## src/rtl/mag_timer.sv

```systemverilog
// Cook-time countdown and magnetron latch: BCD mm:ss count-down, one tick per CLK_HZ cycles in RUN.
// Optional end-of-cook beep output is built only when MAG_TIMER_BEEP_EN is defined.
//
// state   | meaning
// --------+-----------------------------------------------
// S_IDLE  | time is 00:00, magnetron off
// S_ARMED | time nonzero, magnetron off (also paused)
// S_RUN   | magnetron on, counting down once per second
// S_DONE  | countdown reached 00:00, timer_done high
module mag_timer #(
    parameter int CLK_HZ    = 100,
    parameter int BEEP_SECS = 3
) (
    input  logic        clk,
    input  logic        rst,
    input  logic        Set,
    input  logic        Reset,
    input  logic        load,
    input  logic [15:0] time_in,
    input  logic        clear,
    output logic        mag_on,
    output logic        timer_done,
`ifdef MAG_TIMER_BEEP_EN
    output logic        beep,
`endif
    output logic [15:0] time_bcd
);

    typedef enum logic [1:0] {
        S_IDLE  = 2'd0,
        S_ARMED = 2'd1,
        S_RUN   = 2'd2,
        S_DONE  = 2'd3
    } state_t;

    localparam int PW = (CLK_HZ > 2) ? $clog2(CLK_HZ) : 1;
    localparam logic [PW-1:0] PRE_LOAD = PW'(CLK_HZ - 1);

    if (CLK_HZ < 2 || BEEP_SECS < 1) begin : g_bad_param
        $error("mag_timer: CLK_HZ must be >= 2 and BEEP_SECS >= 1");
    end

    state_t        state, state_nxt;
    logic [15:0]   time_nxt;
    logic [PW-1:0] pre_cnt, pre_nxt;
    logic          tick;

    function automatic logic [15:0] clamp_bcd(input logic [15:0] v);
        logic [3:0] d3, d2, d1, d0;
        d3 = (v[15:12] > 4'd9) ? 4'd9 : v[15:12];
        d2 = (v[11:8]  > 4'd9) ? 4'd9 : v[11:8];
        d1 = (v[7:4]   > 4'd5) ? 4'd5 : v[7:4];
        d0 = (v[3:0]   > 4'd9) ? 4'd9 : v[3:0];
        return {d3, d2, d1, d0};
    endfunction

    // Borrow ripples upward; never called with 00:00, so min_tens cannot underflow.
    function automatic logic [15:0] dec_bcd(input logic [15:0] v);
        logic [3:0] d3, d2, d1, d0;
        {d3, d2, d1, d0} = v;
        if (d0 != 4'd0) begin
            d0 = d0 - 4'd1;
        end else begin
            d0 = 4'd9;
            if (d1 != 4'd0) begin
                d1 = d1 - 4'd1;
            end else begin
                d1 = 4'd5;
                if (d2 != 4'd0) begin
                    d2 = d2 - 4'd1;
                end else begin
                    d2 = 4'd9;
                    d3 = d3 - 4'd1;
                end
            end
        end
        return {d3, d2, d1, d0};
    endfunction

    // The prescaler is a down-counter; reloading PRE_LOAD is the "restart at 0" of the second.
    assign tick = (state == S_RUN) && (pre_cnt == '0);

    always_comb begin
        state_nxt = state;
        time_nxt  = time_bcd;
        pre_nxt   = pre_cnt;
        if (clear) begin
            state_nxt = S_IDLE;
            time_nxt  = '0;
            pre_nxt   = PRE_LOAD;
        end else if (Reset && state == S_RUN) begin
            state_nxt = S_ARMED;
            pre_nxt   = PRE_LOAD;
        end else if (load && state != S_RUN) begin
            time_nxt  = clamp_bcd(time_in);
            state_nxt = (clamp_bcd(time_in) != '0) ? S_ARMED : S_IDLE;
            pre_nxt   = PRE_LOAD;
        end else if (Set && !Reset && state == S_ARMED) begin
            state_nxt = S_RUN;
            pre_nxt   = PRE_LOAD;
        end else if (state == S_RUN) begin
            if (tick) begin
                pre_nxt  = PRE_LOAD;
                time_nxt = dec_bcd(time_bcd);
                if (dec_bcd(time_bcd) == '0) begin
                    state_nxt = S_DONE;
                end
            end else begin
                pre_nxt = pre_cnt - PW'(1);
            end
        end
    end

    always_ff @(posedge clk or posedge rst) begin
        if (rst) begin
            state      <= S_IDLE;
            time_bcd   <= '0;
            pre_cnt    <= PRE_LOAD;
            mag_on     <= 1'b0;
            timer_done <= 1'b0;
        end else begin
            state      <= state_nxt;
            time_bcd   <= time_nxt;
            pre_cnt    <= pre_nxt;
            mag_on     <= (state_nxt == S_RUN);
            timer_done <= (state_nxt == S_DONE);
        end
    end

`ifdef MAG_TIMER_BEEP_EN
    localparam int BEEP_CYC = BEEP_SECS * CLK_HZ;
    localparam int BW       = (BEEP_CYC > 2) ? $clog2(BEEP_CYC) : 1;

    logic [BW-1:0] beep_cnt;

    // Only DONE can carry a beep, and DONE is left only through load or clear.
    always_ff @(posedge clk or posedge rst) begin
        if (rst) begin
            beep     <= 1'b0;
            beep_cnt <= '0;
        end else if (state_nxt == S_DONE && state != S_DONE) begin
            beep     <= 1'b1;
            beep_cnt <= BW'(BEEP_CYC - 1);
        end else if (clear || load) begin
            beep     <= 1'b0;
            beep_cnt <= '0;
        end else if (beep) begin
            if (beep_cnt == '0) begin
                beep <= 1'b0;
            end else begin
                beep_cnt <= beep_cnt - BW'(1);
            end
        end
    end
`endif

endmodule

```

## config.mk

```make
export PLATFORM = sky130hd
export DESIGN_NAME = mag_timer
export DESIGN_NICKNAME = d
export VERILOG_FILES = /design/src/rtl/mag_timer.sv
export SDC_FILE = /design/constraint.sdc
export NUM_CORES = 1
export LEC_CHECK = 0
export CORE_MARGIN = 10
export CORE_UTILIZATION = 48
export CTS_CLUSTER_DIAMETER = 100
export DETAILED_ROUTE_END_ITERATION = 16
export PLACE_DENSITY = 0.82
export SLEW_MARGIN = 20
export SYNTH_ARGS = -nofsm -noshare
export SYNTH_HDL_FRONTEND = slang
export SYNTH_SLANG_ARGS = --single-unit
```

## constraint.sdc

```tcl
create_clock -name clk -period 3.4 [get_ports clk]
set_input_delay 0.68 -clock clk [delete_from_list [all_inputs] [get_ports clk]]
set_output_delay 0.68 -clock clk [all_outputs]
set_load 0.02 [all_outputs]
```

# Word-level counts from Yosys, hierarchy flattened

Cells that the tools add are included.

Flip-flop bits (word level): 27
Input port bits: 22
Output and inout port bits: 18
Word-level logic and storage cells: 94

Add/sub/neg operators: 5
Magnitude comparators: 4
Equal/unequal tests: 7
Multiplexer cells: 57
Reductions and logical operators: 16

Operators by type and width:

| kind                                                                   | number |
|---|---|
| 4-bit two-way mux                                                      | 37 |
| 16-bit two-way mux                                                     | 6 |
| 7-bit two-way mux                                                      | 6 |
| 16-bit zero test                                                       | 1 |
| 16-bit nonzero test                                                    | 1 |
| 4-bit by 1-bit subtractor with 4-bit output (second input constant)    | 4 |
| 2-bit two-way mux                                                      | 7 |
| 4-bit > comparator (second input constant)                             | 3 |
| 4-bit nonzero test                                                     | 3 |
| 7-bit zero test                                                        | 1 |
| 7-bit by 1-bit subtractor with 7-bit output (second input constant)    | 1 |
| 2-bit equality test (second input constant)                            | 3 |
| 3-bit nonzero test                                                     | 2 |
| 1-bit logical AND                                                      | 5 |
| 5-bit nonzero test                                                     | 1 |
| 4-bit by 3-bit > comparator with 1-bit output (second input constant)  | 1 |
| 2-bit != test (second input constant)                                  | 2 |
| 4-bit AND reduction                                                    | 1 |
| 3-bit != test (second input constant)                                  | 1 |
| 2-bit by 1-bit equality test with 1-bit output (second input constant) | 1 |
| 1-bit zero test                                                        | 1 |
| 1-bit two-way mux                                                      | 1 |

# Longest topological paths before layout

Gate-level depths: netlist of run 1.

Word-level depth: 19
Gate-level depth with buffers: 7
Mapped depth without buffers: 6

# Worst setup path before layout of run 1

OpenSTA, ideal clock, no wires.

Path type: input-to-reg
Start point: input port Reset
End point: register time_bcd[6]
Arrival time: 2.260 ns
Data required time: 3.301 ns
Setup slack: 1.040 ns
Cell stages on the path: 5
Path buffers: 1
Cells stage by stage: or4b_1 -> or4_4 -> buf_6 -> or3_1 -> a311oi_1

Word-level cells in the longest chain between the ends: 5
Elaborated cells on any way between the ends: 7

RTL lines:

| what                                   | line | RTL |
|---|---|---|
| start, declared                        | 17   | `input logic Reset,` |
| 1-bit zero test                        | 98   | `end else if (Set && !Reset && state == S_ARMED) begin` |
| 1-bit logical AND (2 in series)        | 98   |  |
| 3-bit != test (no source line)         | --   |  |
| 4-bit AND reduction (no source line) * | --   |  |
| end signal, assigned                   | 123  | `time_bcd <= time_nxt;` |
| end, declared                          | 26   | `output logic [15:0] time_bcd` |

Mark *: on every way between the ends. The rest lies on a longest branch, timed or not.
A chain may end at the register's enable or synchronous reset.

# Final worst setup path of run 1

Start point: input port Reset
End point: register time_bcd[12]

Same word-level chain as after synthesis.

==> results by group, run 1 <==
Drt
  • Vias/cell: 6.26
  • Routed Antenna Nets: 0
  • Initial DRC Count: 134
  • Wire per inst: 17.5 um
  • WL final: 5170 um
  • DR vias: 1847
  • TritonRoute pass-1 iters: 4
  • DRC viols: 0

Yosys
  • Most instantiated cells after synthesis: dfrtp_1 (23), nor2_1 (17), inv_1 (14)
  • Syn Std Cell Area: 1830 sq um
  • Post-synthesis cell count: 207
  • Mean Syn Cell Area: 8.83 sq um
  • Ys async rst share: 1.00
  • Share of Yosys cell area claimed by the top area cell type: 0.315
  • Syn nets: 231
  • Top FF cell, synth: dfrtp_1
  • #FFs+latches synth: 27
  • Sequential fraction of the synthesis area: 0.372
  • Yosys top cell by area: dfrtp_1
  • Area contributors post-synth: dfrtp_1 (31%), dfstp_2 (5.7%), or4_1 (4.9%)
  • Post-synth EDFFs: 0
  • Unique masters post-synth: 52
  • Ys Warns: 0
  • Count leader, synth: dfrtp_1

Run status
  • Status: complete, no violations

Critical path
  • CP endpoint kind: register
  • CP max FO: 13
  • Reg2Reg Depth: 6
  • Critical Path Source Type: primary input
  • Crit path kind: in -> reg
  • Critical-path top delay cell: clkdlybuf4s50_1
  • Worst r2r dst: time_bcd[5]
  • CP cell instances: clkdlybuf4s50_1 -> or4b_1 -> or4_4 -> or4_1 -> a311oi_1
  • Crit path arrival time: 2.93 ns
  • R2R Setup Slk: 0.89 ns
  • Reg2reg start: pre_cnt[0]
  • CP max stage delay: 0.53 ns
  • Cell family with most CP delay: simple AND/OR/NAND/NOR gates
  • Buf/Inv on CP: 1
  • Required time at the worst-slack endpoint: 3.58 ns

Finish
  • Ant diodes: 0
  • Finished Layout Cells: 295
  • # nets final: 272
  • Area growth, synth to finish: 27.0%
  • Finished Cell Area: 2320 sq um
  • Layout cell share with drive strength beyond 1: 0.0810

Job
  • Max Cap Viol: 0

Global routing
  • Global-route wire length before repair: 8470 um
  • Vias in the first global route: 1755
  • Total GRT Usage: 0.157
  • GRT overflow: 0
  • Largest net degree at the start of global routing: 27
  • Initial antenna violation count: 0

Min path
  • HP Class: reg -> reg
  • Hold Crit Start: pre_cnt[5]
  • Min-Delay Endpoint: pre_cnt[5]
  • Hold depth: 2

Die
  • Die height: 81.7 um
  • Die area: 6680 sq um
  • Row count: 22
  • Starting density of the core: 0.499
  • I/O pin total: 40
  • Area of the core: 3660 sq um
  • Die span in x: 81.7 um

Clock tree
  • CTS Sinks: 27
  • Hold bufs inserted after CTS: 0
  • CTS tree: built
  • CTS Buf Count: 3
  • Root Driver: clkbuf_8
  • Clock transition at path regs: 0.10 ns
  • Setup repair bufs after CTS: 0
  • Clk buf depth: 2
  • # H-tree levels: 1
  • Worst-skew pair later-pin latency: 0.29 ns
  • PostCTS Resize Cnt: 0

Timing
  • Hold Fails Final Rpt: 0
  • Relative slew margins: 0.362
  • Fmax: 364 MHz
  • Post-route setup TNS: 0 ns
  • Clock skew after layout: 0.0114 ns
  • Final Max Tran Viols: 0
  • RSZ-0062 raised after global routing: false
  • Final Setup Violations: 0
  • Worst slew pin tran: 0.951 ns
  • Fin crit period: 2.75 ns
  • Tcrit/Tclk final: 0.808
  • Setup slack after layout: 0.653 ns

Pwr
  • LEAKAGE: 0.931 nW
  • PwrDens: 305 nW/um^2
  • Peak supply drop: 0.251 mV
  • Tot Pwr: 709 uW

Place
  • Placement Cell Area: 2270 sq um
  • DP Cell Count: 291
  • IO Port Bufs: 39
  • Placer Congestion: 0.850
  • Place WS: 0.344 ns
  • Final HPWL DP: 3830 um
-- layout by cell type, fill, tap and decap left out, types with 5 or more instances in the layout --
| cell type | instances |
|---|---|
| o31ai_1 | 8 |
| nor2_1 | 17 |
| dfrtp_1 | 23 |
| nor4_1 | 6 |
| nand2_1 | 12 |
| a21oi_1 | 7 |
| or4_1 | 12 |
| inv_1 | 13 |
| nor3_1 | 11 |
| a311oi_1 | 10 |
| clkdlybuf4s50_1 | 39 |
| o21ai_0 | 6 |
| nand3_1 | 5 |
-- layout make-up --
cell class,count,area (sq um)
clock buffer,3,41.3
timing repair buffer,43,420
tap,48,60.1
sequential,27,681
multi-input combinational,159,1060
fill,314,1340
inverter,14,52.6
clock inverter,1,5.00
-- registers in the layout, summed over array words and instances, names as in the netlist --
| register | count |
|---|---|
| pre_cnt | 7 |
| mag_on | 1 |
| time_bcd | 16 |
| state | 2 |
| timer_done | 1 |
-- worst reg2reg max path, delay by kind of cell, from the launching register on --
| kind | cells | cell delay, ns |
|---|---|---|
| simple gates | 3 | 1.46 |
| fa+ha+maj | 1 | 0.24 |
| flops | 1 | 0.40 |
| buf+inv | 1 | 0.05 |
| compound gates | 1 | 0.27 |
-- report_power, final --
part	switching, mW	internal, mW
combinational	0.0888	0.0753
clock	0.107	0.0825
sequential	0.0217	0.334
total	0.217	0.492
-- worst max path at each step --
stage / startpoint / to / slack, ns / cells past startpoint
after global routing: Reset / time_bcd[12] / 0.53 / 5
after CTS: Reset / time_bcd[12] / 0.66 / 5
after floorplan: Reset / time_bcd[6] / 1.04 / 5
after global placement: Reset / time_bcd[12] / 0.43 / 5
after detailed placement: Reset / time_bcd[12] / 0.34 / 5
final: Reset / time_bcd[12] / 0.65 / 5
-- stage by stage --
stage,utilization,hold slack [ns]
final,0.634,0.488
after global routing,0.634,0.530
after CTS,0.634,0.487
after detailed placement,0.621,0.473
after global placement,0.621,0.466
after floorplan,-,0.447
-- layer usage --
metal | vias up | track usage | routed length, um
met1 | 876 | 0.202 | 2290
met5 | - | 0 | 0
met3 | 5 | 0.0459 | 453
met4 | 0 | 0.0510 | 54
met2 | 74 | 0.248 | 2370
li1 | 892 | - | -
-- cells by family after synthesis --
| kind of cell | share of synthesized area |
|---|---|
| XOR/XNOR | 0.0144 |
| flip-flops | 0.372 |
| AO/OA/AOI/OAI | 0.218 |
| AND/OR/NAND/NOR | 0.318 |
| buffers and inverters | 0.0472 |
| multiplexers | 0.0171 |
| adder cells (fa/ha/maj) | 0.0137 |
(Power assumes the default switching activity.)
==> inputs of run 2 (changes only) <==
Clock period 3.4 ns to 2.8 ns, I/O delays scaled along.
==> run 2 against run 1 <==
Net effect:
- combinational power rose by 23%
- via count rose by 1.8%
- non-clock buffer count rose by 5
- worst setup slack got worse by 0.34 ns
- critical endpoint unchanged
==> results by group, run 2 (same netlist as run 1, synthesis figures left out) <==
Timing
  • Final Max Tran Viols: 0
  • Final Setup Violations: 0
  • Fmax: 403 MHz
  • Clock skew after layout: 0.00662 ns
  • Fin crit period: 2.48 ns
  • Tcrit/Tclk final: 0.887
  • Worst slew pin tran: 0.566 ns
  • Post-route setup TNS: 0 ns
  • RSZ-0062 raised after global routing: false
  • Hold Fails Final Rpt: 0
  • Relative slew margins: 0.620
  • Worst hold slack: 0.481 ns

Global routing
  • Initial antenna violation count: 0
  • Global-route wire length before repair: 8210 um
  • GRT overflow: 0
  • Largest net degree at the start of global routing: 28
  • Total GRT Usage: 0.152
  • Vias in the first global route: 1745

Clock tree
  • CTS Buf Count: 3
  • Worst-skew pair later-pin latency: 0.27 ns
  • CTS tree: built
  • Setup repair bufs after CTS: 0
  • Hold bufs inserted after CTS: 0
  • Root Driver: clkbuf_8
  • Clk buf depth: 2
  • PostCTS Resize Cnt: 0
  • # H-tree levels: 1
  • CTS Sinks: 27
  • Clock transition at path regs: 0.09 ns

Place
  • Final HPWL DP: 3840 um
  • Placer Congestion: 0.864
  • IO Port Bufs: 39

Finish
  • Layout cell share with drive strength beyond 1: 0.0992
  • Commonest cells after routing, fill and taps aside: clkdlybuf4s50_1 (39), dfrtp_1 (23), nor2_1 (17), inv_1 (14)
  • Biggest register: time_bcd
  • Area of the multi-input gates: 1060 sq um
  • Top flop regs: time_bcd: 16 flops, pre_cnt: 7 flops, state: 2 flops
  • # nets final: 277
  • Ant diodes: 0
  • Max reg flops: 16
  • Fill count: 308
  • Most common cell after layout, fill and taps aside: clkdlybuf4s50_1
  • Register area: 681 sq um
  • Area growth, synth to finish: 29.0%

Run status
  • Status: complete, no violations

Pwr
  • LEAKAGE: 0.959 nW
  • PwrDens: 362 nW/um^2
  • Peak supply drop: 0.197 mV

Drt
  • Wire per inst: 16.9 um
  • TritonRoute pass-1 iters: 4
  • WL final: 5080 um
  • Vias/cell: 6.27
  • DRC viols: 0
  • DR vias: 1881
  • Initial DRC Count: 144
  • Routed Antenna Nets: 0

Die
  • Die area: 6680 sq um
  • Die height: 81.7 um
  • Die span in x: 81.7 um
  • Starting density of the core: 0.499
  • I/O pin total: 40
  • Area of the core: 3660 sq um
  • Row count: 22

Critical path
  • Critical Path Source Type: primary input
  • Crit path arrival time: 2.66 ns
  • Crit path kind: in -> reg
  • CP endpoint kind: register
  • CP max FO: 13
  • Required time at the worst-slack endpoint: 2.98 ns

Job
  • Max Cap Viol: 0

Min path
  • HP Class: reg -> reg
## run 2: changes by cell type in the layout (fill, tap and decap cells not counted), sizes merged
cell,delta
buf,+5
clkinv,-1
inv,+1
## run 2: worst paths after layout
check	slack (ns)	to	startpoint	cells after the start
setup / recovery	0.32	time_bcd[12]	Reset	5
hold / removal	0.48	pre_cnt[5]	pre_cnt[5]	2
setup reg to reg	0.41	mag_on	time_bcd[5]	4
hold reg to reg	0.48	pre_cnt[5]	pre_cnt[5]	2
max in group asynchronous	1.85	pre_cnt[1]	rst	3
min in group asynchronous	0.64	time_bcd[3]	rst	3
## run 2: area by class of cell
type                            count  area share
Sequential cell                    27       0.289
Multi-Input combinational cell    159       0.450
Inverter                           14      0.0223
Timing Repair Buffer               48       0.194
Clock inverter                      1     0.00212
Clock buffer                        3      0.0175
Tap cell                           48      0.0255
## run 2: metal layers
layer / routed length, um / part of all wire / vias up / track usage
met5: 0 / 0 / - / 0
met4: 45 / 0.0089 / 0 / 0.0357
met3: 435 / 0.086 / 8 / 0.0459
met2: 2310 / 0.46 / 74 / 0.236
met1: 2280 / 0.45 / 897 / 0.202
li1: - / - / 902 / -
## run 2: metrics by stage
stage	power (mW)	utilization	cells	area, sq um	setup WS, ns
after floorplan	0.537	-	207	1830	0.471
after global placement	0.637	0.632	296	2310	0.0581
after detailed placement	0.638	0.632	296	2310	0.0198
after CTS	0.854	0.644	300	2360	0.322
after global routing	0.883	0.644	300	2360	0.211
final	0.854	0.644	300	2360	0.317
## run 2: where the power goes
part	switching [mW]	internal, mW
combinational	0.108	0.0937
sequential	0.0268	0.405
clock	0.121	0.0997
total	0.256	0.599
## run 2: worst max-delay path: stages
cell	delay, ns
clkdlybuf4s50_1	0.43
or4b_1	0.47
or4_4	0.51
or4_1	0.42
a311oi_1	0.26
==> inputs of run 3 (changes only) <==
Settings changed: CTS_CLUSTER_SIZE set to 40, GPL_TIMING_DRIVEN set to 0.
==> run 3 against run 2 <==
Net effect:
- clock power is 9.5% higher
- power rose by 2.1%
- fmax down 5.7%
- die area unchanged
- via count shrank 1.1%
- design area is 1.3% lower
- sequential share of layout area up 0.37 points
- critical path type unchanged
- largest cell class unchanged
==> results by group, run 3 (same netlist as run 1, synthesis figures left out) <==
Finish
  • Ant diodes: 0
  • Commonest cells after routing, fill and taps aside: clkdlybuf4s50_1 (39), dfrtp_1 (23), nor2_1 (17), inv_1 (13)
  • Register area: 681 sq um
  • Area of the multi-input gates: 1060 sq um
  • Top flop regs: time_bcd: 16 flops, pre_cnt: 7 flops, state: 2 flops
  • Post-layout util: 0.636
  • Biggest register: time_bcd
  • Area growth, synth to finish: 27.4%
  • Fill count: 317
  • Layout cell share with drive strength beyond 1: 0.0680
  • # nets final: 275
  • Most common cell after layout, fill and taps aside: clkdlybuf4s50_1
  • Max reg flops: 16

Drt
  • TritonRoute pass-1 iters: 6
  • WL final: 5210 um
  • DR vias: 1861
  • Vias/cell: 6.24
  • DRC viols: 0
  • Wire per inst: 17.5 um
  • Routed Antenna Nets: 0
  • Initial DRC Count: 131

Critical path
  • Worst r2r dst: time_bcd[5]
  • CP Launch Point: Reset
  • Crit path arrival time: 2.83 ns
  • Critical Path End: time_bcd[6]
  • Crit path kind: in -> reg
  • Reg2reg start: pre_cnt[0]
  • CP endpoint kind: register
  • CP max FO: 10
  • Reg2Reg Depth: 6
  • Required time at the worst-slack endpoint: 3.00 ns
  • Critical Path Source Type: primary input
  • R2R Setup Slk: 0.35 ns

Clock tree
  • CTS tree: built
  • PostCTS Resize Cnt: 0
  • Root Driver: clkbuf_8
  • Hold bufs inserted after CTS: 0
  • # H-tree levels: 1
  • Clock transition at path regs: 0.11 ns
  • Setup repair bufs after CTS: 0
  • Clk buf depth: 2
  • CTS Sinks: 27
  • Worst-skew pair later-pin latency: 0.28 ns
  • CTS Buf Count: 3

Pwr
  • LEAKAGE: 0.924 nW
  • Reg power frac: 0.492
  • Gate power share: 0.231
  • Sw frac: 0.312
  • Peak supply drop: 0.193 mV
  • Psw: 272 uW
  • PwrDens: 375 nW/um^2
  • Internal Power: 600 uW
  • Clock Power Share: 0.277

Timing
  • Setup slack after layout: 0.167 ns
  • Clock skew after layout: 0.0104 ns
  • Final Setup Violations: 0
  • Fin crit period: 2.63 ns
  • Hold Fails Final Rpt: 0
  • Relative slew margins: 0.335
  • RSZ-0062 raised after global routing: false
  • Worst slew pin tran: 0.992 ns
  • Tcrit/Tclk final: 0.940
  • Final Max Tran Viols: 0
  • Fmax: 380 MHz

Global routing
  • Global-route wire length before repair: 8600 um
  • Largest net degree at the start of global routing: 28
  • Total GRT Usage: 0.157
  • Initial antenna violation count: 0
  • GRT overflow: 0
  • Vias in the first global route: 1775

Min path
  • HP Class: reg -> reg

Place
  • Place WS: -0.126 ns
  • Placer Congestion: 0.858
  • IO Port Bufs: 39
  • Final HPWL DP: 3950 um

Die
  • Area of the core: 3660 sq um
  • Die area: 6680 sq um
  • Row count: 22
  • Die span in x: 81.7 um
  • Starting density of the core: 0.499
  • I/O pin total: 40
  • Die height: 81.7 um

Job
  • Max Cap Viol: 0

Run status
  • Status: complete, no violations
run 3: worst min-delay path by stage:
stage | startpoint | endpoint | slack, ns | depth (start not counted)
floorplan | pre_cnt[5] | pre_cnt[5] | 0.45 | 2
CTS | pre_cnt[5] | pre_cnt[5] | 0.50 | 2
global route | pre_cnt[5] | pre_cnt[5] | 0.52 | 2
detailed placement | pre_cnt[5] | pre_cnt[5] | 0.49 | 2
finish | pre_cnt[5] | pre_cnt[5] | 0.51 | 2
global placement | pre_cnt[5] | pre_cnt[5] | 0.46 | 2
run 3: power by group through the flow:
stage	clock network, mW	registers (mW)	logic, mW
2_1_floorplan	0	0.447	0.0898
6_report	0.242	0.429	0.202
3_5_place_dp	0	0.435	0.200
3_3_place_gp	0	0.435	0.199
5_1_grt	0.260	0.432	0.221
4_1_cts	0.244	0.428	0.202
run 3: final cells by class:
| class | instances | area share |
|---|---|---|
| Clock inverter | 1 | 0.00376 |
| Multi-Input combinational cell | 159 | 0.456 |
| Clock buffer | 3 | 0.0177 |
| Tap cell | 48 | 0.0258 |
| Timing Repair Buffer | 39 | 0.168 |
| Buffer | 7 | 0.0145 |
| Inverter | 14 | 0.0226 |
| Sequential cell | 27 | 0.292 |
run 3: worst max-delay path, cell delays in order:
cell and delay (ns):
clkdlybuf4s50_1 0.54, or4b_1 0.50, or4_4 0.47, buf_6 0.17
or3_1 0.32, a311oi_1 0.26
run 3: per-layer routing:
layer	track usage	vias up	routed length [um]
li1	-	903	-
met1	0.217	879	2340
met2	0.246	75	2370
met3	0.0393	4	453
met4	0.0272	0	38
met5	0	-	0
run 3: stage by stage:
step	hold WS (ns)	area [sq um]	cells	setup TNS (ns)	power [mW]
floorplan	0.447	1830	207	0	0.537
global placement	0.463	2280	294	-0.540	0.634
detailed placement	0.488	2280	294	-0.688	0.636
CTS	0.504	2330	298	0	0.873
global route	0.519	2330	298	0	0.913
finish	0.505	2330	298	0	0.873
